## src/rtl/mem_arbiter.sv

```systemverilog
// mem_arbiter: merges imem fetches and dmem accesses onto one valid/ready memory bus,
// with store lane alignment, load right-justification and a bus watchdog.
// Optional misaligned-access trap: define MISALIGN_CHECK_EN.
module mem_arbiter #(
  parameter int TIMEOUT_CYCLES = 256,
  parameter int ADDR_W         = 32
) (
  input  logic              clk,
  input  logic              rst,
  input  logic              imem_ren,
  input  logic [ADDR_W-1:0] imem_addr,
  output logic [31:0]       imem_load,
  output logic              ihit,
  input  logic              dmem_ren,
  input  logic              dmem_wen,
  input  logic [ADDR_W-1:0] dmem_addr,
  input  logic [31:0]       dmem_store,
  input  logic [2:0]        dmem_width,
  output logic [31:0]       dmem_load,
  output logic              dhit,
  output logic              bus_req,
  output logic              bus_we,
  output logic [ADDR_W-1:0] bus_addr,
  output logic [31:0]       bus_wdata,
  output logic [3:0]        bus_be,
  input  logic              bus_ready,
  input  logic [31:0]       bus_rdata,
  output logic              bus_err,
  output logic              misalign_err
);

  typedef enum logic [1:0] {IDLE, DATA, INST, RESP} state_e;

  localparam int CNT_W = (TIMEOUT_CYCLES > 1) ? $clog2(TIMEOUT_CYCLES) : 1;
  localparam logic [CNT_W-1:0] CNT_LAST = CNT_W'((TIMEOUT_CYCLES > 0) ? TIMEOUT_CYCLES - 1 : 0);

  state_e            state_q, state_d;
  logic [CNT_W-1:0]  cnt_q, cnt_d;
  logic              bus_req_q, bus_req_d;
  logic              bus_we_q, bus_we_d;
  logic [ADDR_W-1:0] bus_addr_q, bus_addr_d;
  logic [31:0]       bus_wdata_q, bus_wdata_d;
  logic [3:0]        bus_be_q, bus_be_d;
  logic [1:0]        width_q, width_d;
  logic [1:0]        off_q, off_d;
  logic              ihit_q, ihit_d;
  logic              dhit_q, dhit_d;
  logic [31:0]       imem_load_q, imem_load_d;
  logic [31:0]       dmem_load_q, dmem_load_d;
  logic              bus_err_q, bus_err_d;
  logic              misalign_err_q, misalign_err_d;

  logic [3:0]        be_req;
  logic [31:0]       wdata_req;
  logic              data_req;
  logic              misalign_req;
  logic              unused_bits;

  assign data_req    = dmem_ren | dmem_wen;
  assign unused_bits = ^{dmem_width[2], imem_addr[1:0]};

`ifdef MISALIGN_CHECK_EN
  assign misalign_req = (dmem_width[1:0] == 2'b01 && dmem_addr[0]) ||
                        (dmem_width[1]            && dmem_addr[1:0] != 2'b00);
`else
  assign misalign_req = 1'b0;
`endif

  // Lane placement of the store: replicate the datum so any enabled lane holds it.
  always_comb begin
    be_req    = 4'b1111;
    wdata_req = dmem_store;
    case (dmem_width[1:0])
      2'b00: begin
        be_req    = 4'b0001 << dmem_addr[1:0];
        wdata_req = {4{dmem_store[7:0]}};
      end
      2'b01: begin
        be_req    = dmem_addr[1] ? 4'b1100 : 4'b0011;
        wdata_req = {2{dmem_store[15:0]}};
      end
      default: ;
    endcase
  end

  function automatic logic [31:0] align_load(input logic [31:0] rdata,
                                             input logic [1:0]  width,
                                             input logic [1:0]  off);
    logic [31:0] shifted;
    shifted = rdata;
    case (width)
      2'b00: begin
        shifted    = rdata >> {off, 3'b000};
        align_load = {24'h0, shifted[7:0]};
      end
      2'b01: begin
        shifted    = rdata >> {off[1], 4'b0000};
        align_load = {16'h0, shifted[15:0]};
      end
      default: align_load = shifted;
    endcase
  endfunction

  always_comb begin
    // NOTE: every _d gets a default first so no path through the case leaves one unassigned (no latches).
    state_d        = state_q;
    cnt_d          = cnt_q;
    bus_req_d      = bus_req_q;
    bus_we_d       = bus_we_q;
    bus_addr_d     = bus_addr_q;
    bus_wdata_d    = bus_wdata_q;
    bus_be_d       = bus_be_q;
    width_d        = width_q;
    off_d          = off_q;
    imem_load_d    = imem_load_q;
    dmem_load_d    = dmem_load_q;
    ihit_d         = 1'b0;
    dhit_d         = 1'b0;
    bus_err_d      = 1'b0;
    misalign_err_d = 1'b0;

    case (state_q)
      IDLE: begin
        cnt_d = '0;
        if (data_req && misalign_req) begin
          state_d        = RESP;
          dhit_d         = 1'b1;
          misalign_err_d = 1'b1;
          dmem_load_d    = '0;
        end else if (data_req) begin
          state_d     = DATA;
          bus_req_d   = 1'b1;
          bus_we_d    = dmem_wen;
          bus_addr_d  = {dmem_addr[ADDR_W-1:2], 2'b00};
          bus_wdata_d = wdata_req;
          bus_be_d    = be_req;
          width_d     = dmem_width[1:0];
          off_d       = dmem_addr[1:0];
        end else if (imem_ren) begin
          state_d    = INST;
          bus_req_d  = 1'b1;
          bus_we_d   = 1'b0;
          bus_addr_d = {imem_addr[ADDR_W-1:2], 2'b00};
          bus_be_d   = 4'b1111;
        end
      end

      DATA, INST: begin
        if (bus_ready) begin
          state_d   = RESP;
          bus_req_d = 1'b0;
          if (state_q == DATA) begin
            dhit_d      = 1'b1;
            dmem_load_d = bus_we_q ? 32'h0 : align_load(bus_rdata, width_q, off_q);
          end else begin
            ihit_d      = 1'b1;
            imem_load_d = bus_rdata;
          end
        end else if (TIMEOUT_CYCLES > 0 && cnt_q == CNT_LAST) begin
          // Watchdog abort: complete the request with a zero load and flag the error.
          state_d   = RESP;
          bus_req_d = 1'b0;
          bus_err_d = 1'b1;
          if (state_q == DATA) begin
            dhit_d      = 1'b1;
            dmem_load_d = '0;
          end else begin
            ihit_d      = 1'b1;
            imem_load_d = '0;
          end
        end else begin
          cnt_d = cnt_q + 1'b1;
        end
      end

      RESP: begin
        state_d = IDLE;
        cnt_d   = '0;
      end

      default: state_d = IDLE;
    endcase
  end

  // NOTE: sequential state uses non-blocking assignments so every flop samples pre-edge values.
  always_ff @(posedge clk) begin
    if (rst) begin
      state_q        <= IDLE;
      cnt_q          <= '0;
      bus_req_q      <= 1'b0;
      bus_we_q       <= 1'b0;
      bus_addr_q     <= '0;
      bus_wdata_q    <= '0;
      bus_be_q       <= '0;
      width_q        <= '0;
      off_q          <= '0;
      ihit_q         <= 1'b0;
      dhit_q         <= 1'b0;
      imem_load_q    <= '0;
      dmem_load_q    <= '0;
      bus_err_q      <= 1'b0;
      misalign_err_q <= 1'b0;
    end else begin
      state_q        <= state_d;
      cnt_q          <= cnt_d;
      bus_req_q      <= bus_req_d;
      bus_we_q       <= bus_we_d;
      bus_addr_q     <= bus_addr_d;
      bus_wdata_q    <= bus_wdata_d;
      bus_be_q       <= bus_be_d;
      width_q        <= width_d;
      off_q          <= off_d;
      ihit_q         <= ihit_d;
      dhit_q         <= dhit_d;
      imem_load_q    <= imem_load_d;
      dmem_load_q    <= dmem_load_d;
      bus_err_q      <= bus_err_d;
      misalign_err_q <= misalign_err_d;
    end
  end

  assign bus_req      = bus_req_q;
  assign bus_we       = bus_we_q;
  assign bus_addr     = bus_addr_q;
  assign bus_wdata    = bus_wdata_q;
  assign bus_be       = bus_be_q;
  assign ihit         = ihit_q;
  assign dhit         = dhit_q;
  assign imem_load    = imem_load_q;
  assign dmem_load    = dmem_load_q;
  assign bus_err      = bus_err_q;
  assign misalign_err = misalign_err_q;

endmodule

```

## config.mk

```make
export PLATFORM = sky130hd
export DESIGN_NAME = mem_arbiter
export DESIGN_NICKNAME = d
export VERILOG_FILES = /design/src/rtl/mem_arbiter.sv
export SDC_FILE = /design/constraint.sdc
export NUM_CORES = 1
export LEC_CHECK = 0
export CAP_MARGIN = 20
export CORE_ASPECT_RATIO = 1.25
export CORE_UTILIZATION = 48
export CTS_BUF_LIST = sky130_fd_sc_hd__clkbuf_8
export DETAILED_ROUTE_END_ITERATION = 6
export GPL_TIMING_DRIVEN = 0
export PLACE_DENSITY = 0.95
export SYNTH_ARGS = -nofsm -noshare
export SYNTH_HDL_FRONTEND = slang
export SYNTH_SLANG_ARGS = --single-unit
```

## constraint.sdc

```tcl
create_clock -name clk -period 5.3 [get_ports clk]
set_input_delay 1.59 -clock clk [delete_from_list [all_inputs] [get_ports clk]]
set_output_delay 1.59 -clock clk [all_outputs]
set_load 0.05 [all_outputs]
```

### After elaboration in Yosys (flattened, before gate mapping)

Index checks and enable logic that the tools add are counted.

* memories kept: 0
* RAM bits: 0
* register bits: 151
* memory bits (read-only): 0
* logic and storage cells: 87
* latch bits: 0

* muxes and demuxes: 39
* multipliers: 0
* reduce and logical (&&, ||, !) cells: 17
* magnitude comparators: 0
* bitwise gates (word level): 3
* shifts and indexed selects: 3
* add/sub/neg operators: 1
* div/mod/pow operators: 0
* equality and inequality tests: 10

Operator list (count)
* two-way mux 32 bit: 11
* one-hot mux 32 bit (2 select lines): 2
* right shift 32 x 5 -> 16 bit: 1
* right shift 32 x 5 -> 8 bit: 1
* two-way mux 8 bit: 2
* one-hot mux 8 bit (2 select lines): 1
* two-way mux 1 bit: 13
* two-way mux 4 bit: 3
* AND reduction 3 bit: 3
* adder 8 x 1 -> 8 bit (second input constant): 1
* equality test 8 bit (second input constant): 1
* two-way mux 2 bit: 4
* one-hot mux 4 bit (2 select lines): 1
* AND reduction 2 bit: 4
* equality test 2 x 1 -> 1 bit (second input constant): 3
* zero test 2 bit: 3
* != test 3 bit (second input constant): 2
* one-hot mux 2 bit (3 select lines): 1
* nonzero test 2 bit: 3
* OR reduction 2 bit: 3
* equality test 2 bit (second input constant): 2
* != test 2 bit (second input constant): 2
* left shift 1 x 2 -> 4 bit (first input constant): 1
* OR reduction 3 bit: 1
* 3 further kinds: 4

### Depth between registers and ports, before layout

* depth after elaboration: 5
* depth in mapped cells: 8
* mapped depth without buffers: 6

### Worst setup path after synthesis

OpenSTA, ideal clock, no wires.

* path kind: in2reg
* from: input port dmem_wen
* to: register bus_req_q (netlist: bus_req)
* path buffers: 3
* arrival: 2.622 ns
* path slack: 2.546 ns
* setup time: 0.132 ns
* cell stages on the path: 7
* cell sequence: or2_1 buf_2 o21a_1 buf_2 buf_2 o21bai_1 a21oi_1

* word-level cells in the longest chain between the ends: 3
* elaborated cells on any way between the ends: 5
* classes of those cells: eq/ne (1); mux (2); bitwise (1); reduce/logical (1)

RTL lines
* start, declared: RTL line 15 `input logic dmem_wen,`
* OR 1 bit *: RTL line 59 `assign data_req = dmem_ren | dmem_wen;`
* != test 3 bit (no source line) / two-way mux 1 bit (equally long branches)
* AND reduction 3 bit (no source line) / one-hot mux 1 bit (2 select lines) (equally long branches)
* end signal, assigned: RTL line 206 `bus_req_q <= bus_req_d;`
* end, declared: RTL line 39 `logic bus_req_q, bus_req_d;`

Every way passes the cells marked *; elsewhere a longest branch is shown, timed or not.
A chain may end at the register's enable or synchronous reset.

### Worst setup path after layout

* from: register bus_we_q (netlist: bus_we)
* to: output port bus_we

RTL lines
* start, declared: RTL line 40 `logic bus_we_q, bus_we_d;`
* start signal, assigned: RTL line 207 `bus_we_q <= bus_we_d;`
* end, declared: RTL line 22 `output logic bus_we,`

No word-level cell between the ends.

==> flow_summary_export.csv <==
group,metric,value,unit
yosys,syn-cell-area,6780,µm²
route,drtPass1Iterations,5,
route,dr_total_vias,7186,
min_path,min_to,"dmem_load[23]",
power,fin_total_pwr,5.06,mW
worst_setup_path,required,3710,ps
run,maxCapViolCount,0,
cells_and_area,fin_util,72.6,%
cells_and_area,layout_common_cells,"clkdlybuf4s50_1, dfxtp_1, nand2_1",
floorplan,die-area,14600,µm²
cells_and_area,stdcell_area,10000,µm²
cts,holdBufCountCts,0,
cells_and_area,layout.cells.most_common,"clkdlybuf4s50_1",
sta,period_needed,3290,ps
cts,cts-resized-gates,0,
cts,cts_buffers,17,
sta,finClkSkew,13.3,ps
sta,drv_slew,0,
cts,clock-sinks,149,
cells_and_area,ff_latch_area,2980,µm²
cts,cts-htree-levels,4,
sta,fmax,0.304,GHz
worst_setup_path,rr_endpoint,"imem_load[23]",
placed_design,portBuffers,267,
sta,tightest_slew,674,ps
grt,grt_max_degree,17,
cells_and_area,fillers,1006,
route,vias_per_cell,5.79,
worst_setup_path,reg2reg_slack,3180,ps
cts,root_buffer,"clkbuf_8",
placed_design,place_congestion,0.965,
worst_setup_path,r2r_cells,7,
yosys,synth_seq_cells,149,
grt,grt_pass1_vias,6979,
grt,antenna_found_initial,0,
grt,grt_use_total,32.1,%
worst_setup_path,cpLargestDelayFamily,"buffers and inverters",
floorplan,die-width,108,µm
cts,clk_latency,450,ps
cells_and_area,final_layout_size_suffix_gt1_share,9.28,%
power,ir_worst_vdd,0.363,mV
yosys,synth_edf_count,0,
worst_setup_path,crit_chain,"clkdlybuf4s50_1",
yosys,async_reset_ff_share,0,%
cells_and_area,nets,1195,
power,power_leakage,3.74,nW
sta,setup_tns,0,ps
cts,clk_pin_slew,80,ps
route,drt-initial-drc-count,483,
worst_setup_path,critPathLaunchType,"register",
worst_setup_path,cpMaxStageDelayCell,"clkdlybuf4s50_1",
cts,clock_path_buffers,2,
cells_and_area,fin_cells,1242,
floorplan,initial_core_util,49.0,%
floorplan,pin_count,275,
sta,rsz0062_at_grt,"no",
min_path,min_path_type,"reg2reg",
yosys,synth_cell_types,57,
grt,grt_pass1_wl,35.8,mm
cts,cts_tree,"built",
placed_design,placed_cell_area,9670,µm²
yosys,ys_warn_count,0,
route,wl_per_cell,19.0,µm
worst_setup_path,path_buf_inv,1,
cells_and_area,num_antenna_cells,0,
cells_and_area,syn2layout_area_growth,47.9,%
route,wl,23.6,mm
min_path,worstHoldPathCells,2,
sta,hold_violations,0,
sta,finalSetupViolations,0,
cells_and_area,multi_input_area,3420,µm²
floorplan,core-area,13800,µm²
floorplan,die_h,135,µm
sta,hold_slack,453,ps
yosys,synthFlopType,"dfxtp_1",
worst_setup_path,crit_fanout,3,
sta,worst_slack,2010,ps
power,power_density,505,nW/µm²
placed_design,hpwl,18.0,mm
yosys,syn_inst,766,
placed_design,pre_cts_ws,1730,ps
placed_design,placedCellCount,1210,
grt,grt_overflow_total,0,
route,drtAntennaViolNets,0,
sta,finalCritPeriodShare,62.1,%
worst_setup_path,reg2reg_from,"state_q[0]",
cts,postCtsSetupBuffers,0,
min_path,hold_path_startpoint,"dmem_load[23]",
yosys,yosysSeqAreaShare,44.0,%
worst_setup_path,crit_type,"reg2out",
worst_setup_path,cp-end-kind,"output pin",
sta,max_slew_margin,55.1,%
yosys,syn_area_per_cell,8.84,µm²
worst_setup_path,cp.arrival,1700,ps
route,drc_errors,0,
worst_setup_path,cpPeakStageDelay,850,ps
floorplan,num_rows,48,
status,status,"finished, final reports clean",
==> layout make-up <==
| type | instances | share of cell area [%] |
|---|---|---|
| Clock inverter | 15 | 1.15 |
| Timing Repair Buffer | 267 | 26.7 |
| Clock buffer | 17 | 2.33 |
| Tap cell | 175 | 2.18 |
| Inverter | 8 | 0.300 |
| Multi-Input combinational cell | 539 | 34.1 |
| Sequential cell | 149 | 29.8 |
| Buffer | 72 | 3.51 |
==> metal layers <==
metal / global-route usage, % / vias up / share of wire [%]
li1: - / 3337 / -
met1: 37.1 / 3293 / 37
met2: 53.6 / 449 / 49
met3: 7.53 / 107 / 8.9
met4: 19.0 / 0 / 5.3
met5: 0 / - / 0
==> cells in the mapped netlist (2+ instances only) <==
master | n | area (µm²)
ha_1 | 4 | 50.1
mux2i_1 | 49 | 490
buf_6 | 4 | 45.0
and3b_1 | 6 | 52.6
o21bai_1 | 2 | 15.0
nand4_1 | 17 | 106
inv_1 | 7 | 26.3
nand2b_1 | 6 | 37.5
or3_1 | 11 | 68.8
nor2b_1 | 2 | 12.5
a21oi_1 | 66 | 330
buf_2 | 22 | 110
a211o_1 | 6 | 52.6
nand3_1 | 38 | 190
a211oi_1 | 24 | 180
a211oi_2 | 20 | 250
xnor2_1 | 3 | 26.3
clkbuf_1 | 35 | 131
nor3_1 | 4 | 20.0
nand2_1 | 80 | 300
and2_1 | 2 | 12.5
o2bb2ai_2 | 10 | 150
buf_4 | 6 | 45.0
o2bb2ai_1 | 5 | 43.8
a22oi_1 | 7 | 52.6
o21ai_1 | 27 | 135
o21ai_0 | 51 | 255
a311oi_1 | 8 | 70.1
a22o_1 | 7 | 61.3
buf_1 | 4 | 15.0
dfxtp_1 | 149 | 2980
nor2_1 | 59 | 221
==> worst reg2reg max path, delay by kind of cell (launching register included) <==
family / cells / cell delay [ps]
DFF: 1 / 350
buffers and inverters: 3 / 610
and+or+nand+nor: 2 / 510
AOI/OAI and AO/OA: 1 / 200
adders and majority gates: 1 / 380
==> how the worst max path moves through the flow <==
stage	slack (ps)	endpoint	cells after the start	startpoint
4_1_cts	1990	bus_we	1	bus_we
3_3_place_gp	1770	imem_load[0]	5	rst
5_1_grt	1970	bus_we	1	bus_we
2_1_floorplan	2550	bus_req	7	dmem_wen
3_5_place_dp	1730	imem_load[4]	5	rst
6_report	2010	bus_we	1	bus_we
==> flip-flops by register name, summed over array words and instances, names as in the netlist <==
name / cells
bus_be: 4
cnt_q: 8
bus_we: 1
imem_load: 32
bus_addr: 30
ihit: 1
state_q: 2
dhit: 1
bus_wdata: 32
width_q: 2
dmem_load: 32
bus_err: 1
off_q: 2
bus_req: 1
==> report_power, final <==
| part | leakage, nW | total [mW] | internal, mW | switching [mW] |
|---|---|---|---|---|
| combinational | 2.33 | 2.70 | 0.880 | 1.82 |
| clock | 0.186 | 0.813 | 0.364 | 0.449 |
| sequential | 1.22 | 1.55 | 1.39 | 0.161 |
==> cells by family (layout without fill, tap and decap cells) <==
group	after synthesis	after routing	share of synthesized area (%)
AOI/OAI and AO/OA	243	243	25.2
and+or+nand+nor	235	235	16.4
DFF	149	149	44.0
buffers and inverters	80	379	5.63
muxes	50	50	7.41
adders and majority gates	4	4	0.739
xor gates and xnor gates	4	4	0.517
other	1	3	0.0553
Note: power is estimated with default switching activity, not from simulation.
